### config.mk
export PLATFORM = sky130hd
export DESIGN_NAME = mdu_seq
export DESIGN_NICKNAME = d
export VERILOG_FILES = /design/src/rtl/mdu_seq.sv
export SDC_FILE = /design/constraint.sdc
export NUM_CORES = 1
export LEC_CHECK = 0
export BUFFER_PORTS_ARGS = -buffer_cell sky130_fd_sc_hd__clkbuf_2
export CAP_MARGIN = 20
export CORE_MARGIN = 2
export CORE_UTILIZATION = 32
export CTS_CLUSTER_DIAMETER = 50
export DETAILED_ROUTE_END_ITERATION = 8
export GPL_TIMING_DRIVEN = 0
export PLACE_DENSITY = 0.61
export SLEW_MARGIN = 20
export SYNTH_ARGS = -nofsm -noshare
export SYNTH_HDL_FRONTEND = slang
export SYNTH_SLANG_ARGS = --single-unit
### constraint.sdc
create_clock -name clk -period 4.6 [get_ports clk]
set_input_delay 0.69 -clock clk [delete_from_list [all_inputs] [get_ports clk]]
set_output_delay 0.69 -clock clk [all_outputs]
set_load 0.01 [all_outputs]
### src/rtl/mdu_seq.sv
// Iterative MULTU/MULT/DIVU/DIV unit: one shift-add or restoring shift-subtract
// step per clock through a single 33-bit adder with carry-in, result into hi/lo.
module mdu_seq #(
  parameter int WIDTH = 32
) (
  input  logic             clk,
  input  logic             rst,
  input  logic             start,
  input  logic [1:0]       op,
  input  logic [WIDTH-1:0] a,
  input  logic [WIDTH-1:0] b,
  output logic             busy,
  output logic             done,
  output logic [WIDTH-1:0] hi,
  output logic [WIDTH-1:0] lo,
  output logic             div_zero
);
  localparam int CW = $clog2(WIDTH + 1);

  typedef enum logic [1:0] {IDLE, CALC, FIN} state_t;

  state_t               state, state_nx;
  logic [CW-1:0]        cnt;
  logic                 accept, step, fin;
  logic                 is_div, neg_res, neg_rem, dz_q;
  logic [WIDTH-1:0]     upper, lower, dvs, a_orig;
  logic [WIDTH-1:0]     a_mag, b_mag;
  logic [WIDTH:0]       add_a, add_b;
  logic                 cin;
  logic [WIDTH+1:0]     sum;
  logic [2*WIDTH-1:0]   prod_f;

  always_ff @(posedge clk) begin
    if (rst) state <= IDLE;
    else     state <= state_nx;
  end

  always_comb begin
    state_nx = state;
    case (state)
      IDLE:    if (start) state_nx = CALC;
      CALC:    if (cnt == CW'(1)) state_nx = FIN;
      FIN:     state_nx = IDLE;
      default: state_nx = IDLE;
    endcase
  end

  always_comb begin
    accept = (state == IDLE) && start;
    step   = (state == CALC);
    fin    = (state == FIN);
    busy   = (state != IDLE);
  end

  // Signed ops use magnitudes; 0x80000000 negates to itself, read as 2^31.
  always_comb begin
    a_mag = (op[0] && a[WIDTH-1]) ? -a : a;
    b_mag = (op[0] && b[WIDTH-1]) ? -b : b;
  end

  // Divide: shifted 33-bit remainder minus divisor (carry=1 means no borrow).
  always_comb begin
    if (is_div) begin
      add_a = {upper, lower[WIDTH-1]};
      add_b = ~{1'b0, dvs};
      cin   = 1'b1;
    end else begin
      add_a = {1'b0, upper};
      add_b = lower[0] ? {1'b0, dvs} : '0;
      cin   = 1'b0;
    end
    sum    = {1'b0, add_a} + {1'b0, add_b} + (WIDTH+2)'(cin);
    prod_f = neg_res ? -{upper, lower} : {upper, lower};
  end

  always_ff @(posedge clk) begin
    if (rst) begin
      cnt      <= '0;
      is_div   <= 1'b0;
      neg_res  <= 1'b0;
      neg_rem  <= 1'b0;
      dz_q     <= 1'b0;
      upper    <= '0;
      lower    <= '0;
      dvs      <= '0;
      a_orig   <= '0;
      done     <= 1'b0;
      hi       <= '0;
      lo       <= '0;
      div_zero <= 1'b0;
    end else begin
      done <= 1'b0;
      if (accept) begin
        is_div   <= op[1];
        neg_res  <= op[0] & (a[WIDTH-1] ^ b[WIDTH-1]);
        neg_rem  <= op[0] & a[WIDTH-1];
        dz_q     <= op[1] & (b == '0);
        a_orig   <= a;
        upper    <= '0;
        lower    <= op[1] ? a_mag : b_mag;
        dvs      <= op[1] ? b_mag : a_mag;
        cnt      <= CW'(WIDTH);
        div_zero <= 1'b0;
      end else if (step) begin
        cnt <= cnt - CW'(1);
        if (is_div) begin
          if (sum[WIDTH+1]) begin
            upper <= sum[WIDTH-1:0];
            lower <= {lower[WIDTH-2:0], 1'b1};
          end else begin
            upper <= {upper[WIDTH-2:0], lower[WIDTH-1]};
            lower <= {lower[WIDTH-2:0], 1'b0};
          end
        end else begin
          upper <= sum[WIDTH:1];
          lower <= {sum[0], lower[WIDTH-1:1]};
        end
      end else if (fin) begin
        done <= 1'b1;
        if (dz_q) begin
          hi       <= a_orig;
          lo       <= '1;
          div_zero <= 1'b1;
        end else if (is_div) begin
          hi <= neg_rem ? -upper : upper;
          lo <= neg_res ? -lower : lower;
        end else begin
          {hi, lo} <= prod_f;
        end
      end
    end
  end
endmodule

==> impl_metrics.json, run 1 <==
{
  "status": "finished clean",
  "coreArea_mm2": 0.0451,
  "yosysUniqueCellTypes": 84,
  "die_w_um": 217,
  "cp.depth": 16,
  "cts.sinks": 206,
  "crit_arrival_ns": 4.87,
  "vias_per_cell": 5.72,
  "cts_root_buf": "clkbuf_16",
  "leakage_uw": 0.00645,
  "clk_latency_ns": 0.56,
  "avgSynthCellArea_um2": 7.37,
  "wl_per_cell_um": 23.2,
  "clk_path_buf_depth": 3,
  "cts.clk_slew.worst_paths_ns": 0.06,
  "critPathCapture": "upper[27]",
  "synth_edf_count": 0,
  "cap_violations": 0,
  "power_uw": 5630,
  "cts-buffers-inserted": 29,
  "synth_ff_type": "dfxtp_1",
  "grt_max_degree": 20,
  "crit_fanout": 10,
  "async_flop_share": 0,
  "antenna_found_initial": 2,
  "crit_family": "buffers and inverters",
  "hold_buffers": 0,
  "grt_pass1_wl_mm": 93.8,
  "fin_crit_ns": 4.42,
  "gr-total-overflow": 0,
  "yosys-top-cells-area": "dfxtp_1 (28%), a21oi_1 (7.6%), nand2_1 (7.5%)",
  "period_share": 0.960,
  "io_pins": 136,
  "skew_ns": 0.0262,
  "r2r_cells": 16,
  "max-slew-margin-rel": 0.299,
  "whs_ns": 0.414,
  "synth_top_area_cell": "dfxtp_1",
  "start_util": 0.322,
  "critPathBufInv": 5,
  "routed_wl_mm": 63.9,
  "final_common_cell": "nand2_1",
  "synth_seq_cells": 206,
  "htreeDepth": 1,
  "die_area_mm2": 0.0471,
  "setup.worst_path.start": "is_div",
  "place_congestion": 1.01,
  "hold_path.class": "input port to register",
  "slowest_stage": "a2111oi_0",
  "synth_top_area_share": 0.284,
  "r2r-end": "upper[27]",
  "die_h_um": 217,
  "ys_seq_area_frac": 0.284,
  "place.port_buffers": 133,
  "rsz0062_at_grt": "false",
  "setup-violations-final": 0,
  "tightest_slew_ns": 1.05,
  "drive_above_1_share": 0.131,
  "vdd_drop_max_mv": 0.274,
  "layout_common_cells": "nand2_1 (290), a21oi_1 (220), dfxtp_1 (205), o21ai_0 (199), nor2_1 (162)",
  "syn_inst": 1972,
  "max_stage_delay_ns": 0.45,
  "nNetsFinal": 2247,
  "netlist_area_mm2": 0.0145,
  "slew_violations": 0,
  "drc_errors": 0,
  "drt_iter0_markers": 2000,
  "ys_warn_count": 0,
  "r2r-start": "is_div",
  "antenna-diode-count": 0,
  "first_global_vias": 14461,
  "firstDrtPassIters": 6,
  "worstSetupEndpointType": "register",
  "vias": 15780,
  "power_density_mw_per_mm2": 332,
  "r2r_slack_ns": 0.18,
  "detail-route-antenna-nets": 0,
  "hold_viol": 0,
  "startpoint_type": "register",
  "worstPathRequired_ns": 5.06,
  "cts_tree": "built",
  "area_growth_pct": 16.9,
  "synth_nets": 2080,
  "rows": 78,
  "place.detailed.hpwl_mm": 51.3,
  "fmax_mhz": 226,
  "grt_use_total": 0.262,
  "crit_chain": "clkbuf_8 > clkbuf_4 > clkbuf_2 > mux2_2 > ha_1 > clkbuf_1 > nand4_1 > a2111oi_0 > o21a_1 > nor3_1 > a211oi_2 > buf_4 > a221oi_1 > xnor2_1 > mux2i_1 > a211oi_1",
  "crit_type": "register to register"
}
[kinds of logic after synthesis]
logic type               Yosys count  share of synthesized area
AO/OA/AOI/OAI                    654                      0.270
AND/OR/NAND/NOR                  647                      0.204
flip-flops                       206                      0.284
buffers and inverters            191                     0.0577
XOR/XNOR                         156                     0.0940
multiplexers                      79                     0.0567
adder cells (fa/ha/maj)           39                     0.0346
[sequential cells by signal, indices dropped and copies added (netlist names)]
signal,flops
state,2
lo,32
neg_rem,1
a_orig,32
upper,32
dvs,32
neg_res,1
is_div,1
lower,32
dz_q,1
hi,32
cnt,6
done,1
div_zero,1
[what timing repair did]
item | 4_1_cts | 5_1_grt
pin swaps | 0 | 3
buffers inserted | 0 | 7
gates resized for setup | 31 | 10
setup endpoints to repair | 33 | 32
gates cloned | 0 | 0
[worst min-delay path: stages]
cell	delay [ns]
clkbuf_2	0.11
nand2_1	0.06
a21oi_1	0.05
[report_power, final]
part | internal [uW] | switching [uW]
logic | 488 | 1010
clock network | 1260 | 878
registers | 1880 | 112
[how the worst min path moves through the flow]
stage                     from          to  slack [ns]  depth (start not counted)
floorplan           a_orig[15]  a_orig[15]        0.43                          2
global placement     a_orig[2]   a_orig[2]        0.44                          2
detailed placement   a_orig[1]   a_orig[1]        0.45                          2
CTS                      a[13]  a_orig[13]        0.41                          3
global route              a[8]   a_orig[8]        0.41                          3
finish                   a[13]  a_orig[13]        0.41                          3
[stage by stage]
step                setup WS, ns  std cells   util  setup TNS, ns  area, um2
finish                     0.183       2757  0.377              0      17000
CTS                       0.0297       2753  0.375              0      16900
global placement           -1.61       2705  0.354         -43.49      15900
global route             0.00442       2757  0.377              0      17000
floorplan                  0.297       1972      -              0      14500
detailed placement         -1.61       2705  0.354         -43.70      15900
[per-layer routing]
metal | wire length, um | GRT usage
met1 | 28900 | 0.381
met2 | 27200 | 0.397
met5 | 0 | 0
met3 | 5780 | 0.0387
met4 | 2000 | 0.0801
[cell type report]
type | instances | area (um2)
flip-flops and latches | 206 | 4130
clock buffers | 37 | 786
plain buffers | 155 | 757
repair buffers | 140 | 718
multi-input cells | 1575 | 9610
inverters | 32 | 120
fillers | 4798 | 28100
clock inverters | 12 | 119
well taps | 600 | 751
[synthesized netlist by cell type (4+ instances only)]
cell and instances:
ha_1 37, nor2b_1 7, mux2i_1 53, nand2_1 290
nand2b_1 14, o21a_1 6, nand3_1 22, inv_1 32
nor2_1 163, xnor2_1 90, o21ai_0 200, nor3_1 40
o221ai_1 6, or4_1 11, o21ai_1 6, a211oi_1 48
buf_1 11, nor4_1 17, and2_1 10, dfxtp_1 206
clkbuf_8 5, or3_1 21, and3_1 12, o31ai_1 18
nand4_1 8, or4_4 4, clkbuf_1 124, o41ai_1 11
o211ai_1 38, a221oi_1 6, o22ai_1 12, buf_4 4
mux2_2 26, a31oi_1 21, xor2_1 66, buf_2 7
o211a_1 4, a21o_1 11, or2_2 6, a32oi_1 12
a21oi_1 222
Note: power is estimated with default switching activity, not from simulation.
==> run 2, diff against run 1 <==
==> constraint.sdc (replaced) <==
create_clock -name clk -period 4.6 [get_ports clk]
set_input_delay 0.23 -clock clk [delete_from_list [all_inputs] [get_ports clk]]
set_output_delay 0.23 -clock clk [all_outputs]
set_load 0.01 [all_outputs]
==> run 2 against run 1 <==
  * Flip-flop and latch count unchanged
  * Critical path type unchanged
  * Global-route usage increased by 0.081 points
  * Register-to-register slack about the same
  * Largest power group unchanged
  * First-iteration DRC count is 11% lower
  * Count of clock-buffer cells in the layout is the same
==> impl_metrics.json, run 2 (same netlist as run 1, synthesis figures left out) <==
{
  "fmax_mhz": 227,
  "layout_common_cells": "nand2_1 (290), a21oi_1 (220), dfxtp_1 (205), o21ai_0 (199), nor2_1 (162)",
  "area_growth_pct": 18.5,
  "crit_chain": "clkbuf_8 > clkbuf_4 > clkbuf_2 > mux2_2 > ha_1 > clkbuf_1 > nand4_1 > a2111oi_0 > o21a_1 > nor3_1 > a211oi_2 > buf_4 > a221oi_1 > xnor2_1 > mux2i_1 > a211oi_1",
  "drive_above_1_share": 0.129,
  "grt_max_degree": 20,
  "clk_latency_ns": 0.56,
  "die_area_mm2": 0.0471,
  "drt_iter0_markers": 1788,
  "start_util": 0.322,
  "fillers": 4772,
  "final_common_cell": "nand2_1",
  "crit_type": "register to register",
  "cts-buffers-inserted": 29,
  "place.port_buffers": 133,
  "r2r_slack_ns": 0.19,
  "drc_errors": 0,
  "grt_pass1_wl_mm": 94.1,
  "die_w_um": 217,
  "power_density_mw_per_mm2": 328,
  "max_stage_delay_ns": 0.43,
  "r2r-end": "upper[27]",
  "p_int_uw": 3650,
  "fin_crit_ns": 4.41,
  "status": "finished clean",
  "setup-violations-final": 0,
  "cap_violations": 0,
  "min_from": "a[4]",
  "pwr-share-comb": 0.268,
  "placedCellCount": 2705,
  "first_global_vias": 14566,
  "crit_fanout": 10,
  "cts.sinks": 206,
  "gr-total-overflow": 0,
  "power_switching_uw": 2000,
  "slew_violations": 0,
  "seq_area_mm2": 0.00413,
  "startpoint_type": "register",
  "die_h_um": 217,
  "rsz0062_at_grt": "false",
  "antenna_found_initial": 2,
  "holdPathStages": 3,
  "clkPwrFrac": 0.379,
  "skew_ns": 0.0263,
  "whs_ns": 0.00721,
  "rows": 78,
  "worstPathRequired_ns": 5.06,
  "cts_root_buf": "clkbuf_16",
  "leakage_uw": 0.00655,
  "vias_per_cell": 5.75,
  "routed_wl_mm": 64.2,
  "cts.clk_slew.worst_paths_ns": 0.06,
  "coreArea_mm2": 0.0451,
  "r2r-start": "is_div",
  "holdPathEnd": "a_orig[4]",
  "io_pins": 136,
  "critPathBufInv": 5,
  "period_share": 0.958,
  "slowest_stage": "a2111oi_0",
  "vias": 15976,
  "multi_input_area_mm2": 0.00961,
  "seq_power_share": 0.353,
  "finalNonFillerCells": 2780,
  "firstDrtPassIters": 5,
  "antenna-diode-count": 0,
  "tightest_slew_ns": 1.07,
  "place.detailed.hpwl_mm": 51.3,
  "r2r_cells": 16,
  "grt_use_total": 0.263,
  "worstSetupEndpointType": "register",
  "cts_tree": "built",
  "max-slew-margin-rel": 0.284,
  "switching_share": 0.354,
  "htreeDepth": 1,
  "wl_per_cell_um": 23.1,
  "place_congestion": 1.01,
  "clk_path_buf_depth": 3,
  "vdd_drop_max_mv": 0.274,
  "nNetsFinal": 2270,
  "crit_arrival_ns": 4.86,
  "hold_path.class": "input port to register",
  "hold_viol": 0,
  "detail-route-antenna-nets": 0,
  "crit_family": "buffers and inverters"
}
## run 2: worst max-delay path by stage
stage	from	endpoint	cells after the start
6_report	is_div	upper[27]	16
5_1_grt	is_div	upper[4]	15
4_1_cts	is_div	upper[4]	15
3_5_place_dp	is_div	upper[11]	15
3_3_place_gp	is_div	upper[28]	14
2_1_floorplan	is_div	upper[19]	15
## run 2: what timing repair did
action                                 in CTS  in global routing
setup buffers                               0                  7
setup endpoints to repair                  33                 32
endpoints found under the hold margin      23                  0
hold buffers                               23                  0
pin swaps                                   0                  3
resized for setup                          31                 10
## run 2: area by class of cell
type / instances / area share
timing repair buffer: 163 / 0.0551
sequential: 206 / 0.240
buffer: 155 / 0.0440
inverter: 32 / 0.00698
tap: 600 / 0.0436
multi-input combinational: 1575 / 0.558
clock inverter: 12 / 0.00690
clock buffer: 37 / 0.0456
## run 2: metrics by stage
step / power [uW] / instance area, um2 / util / setup slack (ns) / TNS (ns)
2_1_floorplan: 2920 / 14500 / - / 0.297 / 0
3_3_place_gp: 3450 / 15900 / 0.354 / -1.61 / -43.49
3_5_place_dp: 3460 / 15900 / 0.354 / -1.61 / -43.70
4_1_cts: 5590 / 17200 / 0.381 / 0.0297 / 0
5_1_grt: 5850 / 17200 / 0.382 / 0.00275 / 0
6_report: 5650 / 17200 / 0.382 / 0.192 / 0
## run 2: worst reg2reg max path, stage by stage (launching register included)
cell       delay, ns
dfxtp_2         0.42
clkbuf_8        0.23
clkbuf_4        0.30
clkbuf_2        0.34
mux2_2          0.38
ha_1            0.27
clkbuf_1        0.25
nand4_1         0.20
a2111oi_0       0.43
o21a_1          0.24
nor3_1          0.08
a211oi_2        0.20
buf_4           0.16
a221oi_1        0.10
xnor2_1         0.34
mux2i_1         0.13
a211oi_1        0.24
## run 2: metal layers
metal,track usage,vias to the layer above,wire (um)
met2,0.398,838,27300
met3,0.0380,93,5970
met5,0,-,0
met1,0.381,7621,28800
li1,-,7424,-
met4,0.0847,0,2180
## run 2: power by group through the flow
stage	combinational [uW]	sequential, uW	clock [uW]
after floorplan	939	1980	0
after global placement	1420	2020	0
after detailed placement	1430	2030	0
after CTS	1460	1990	2140
after global routing	1610	2000	2230
final	1510	1990	2140
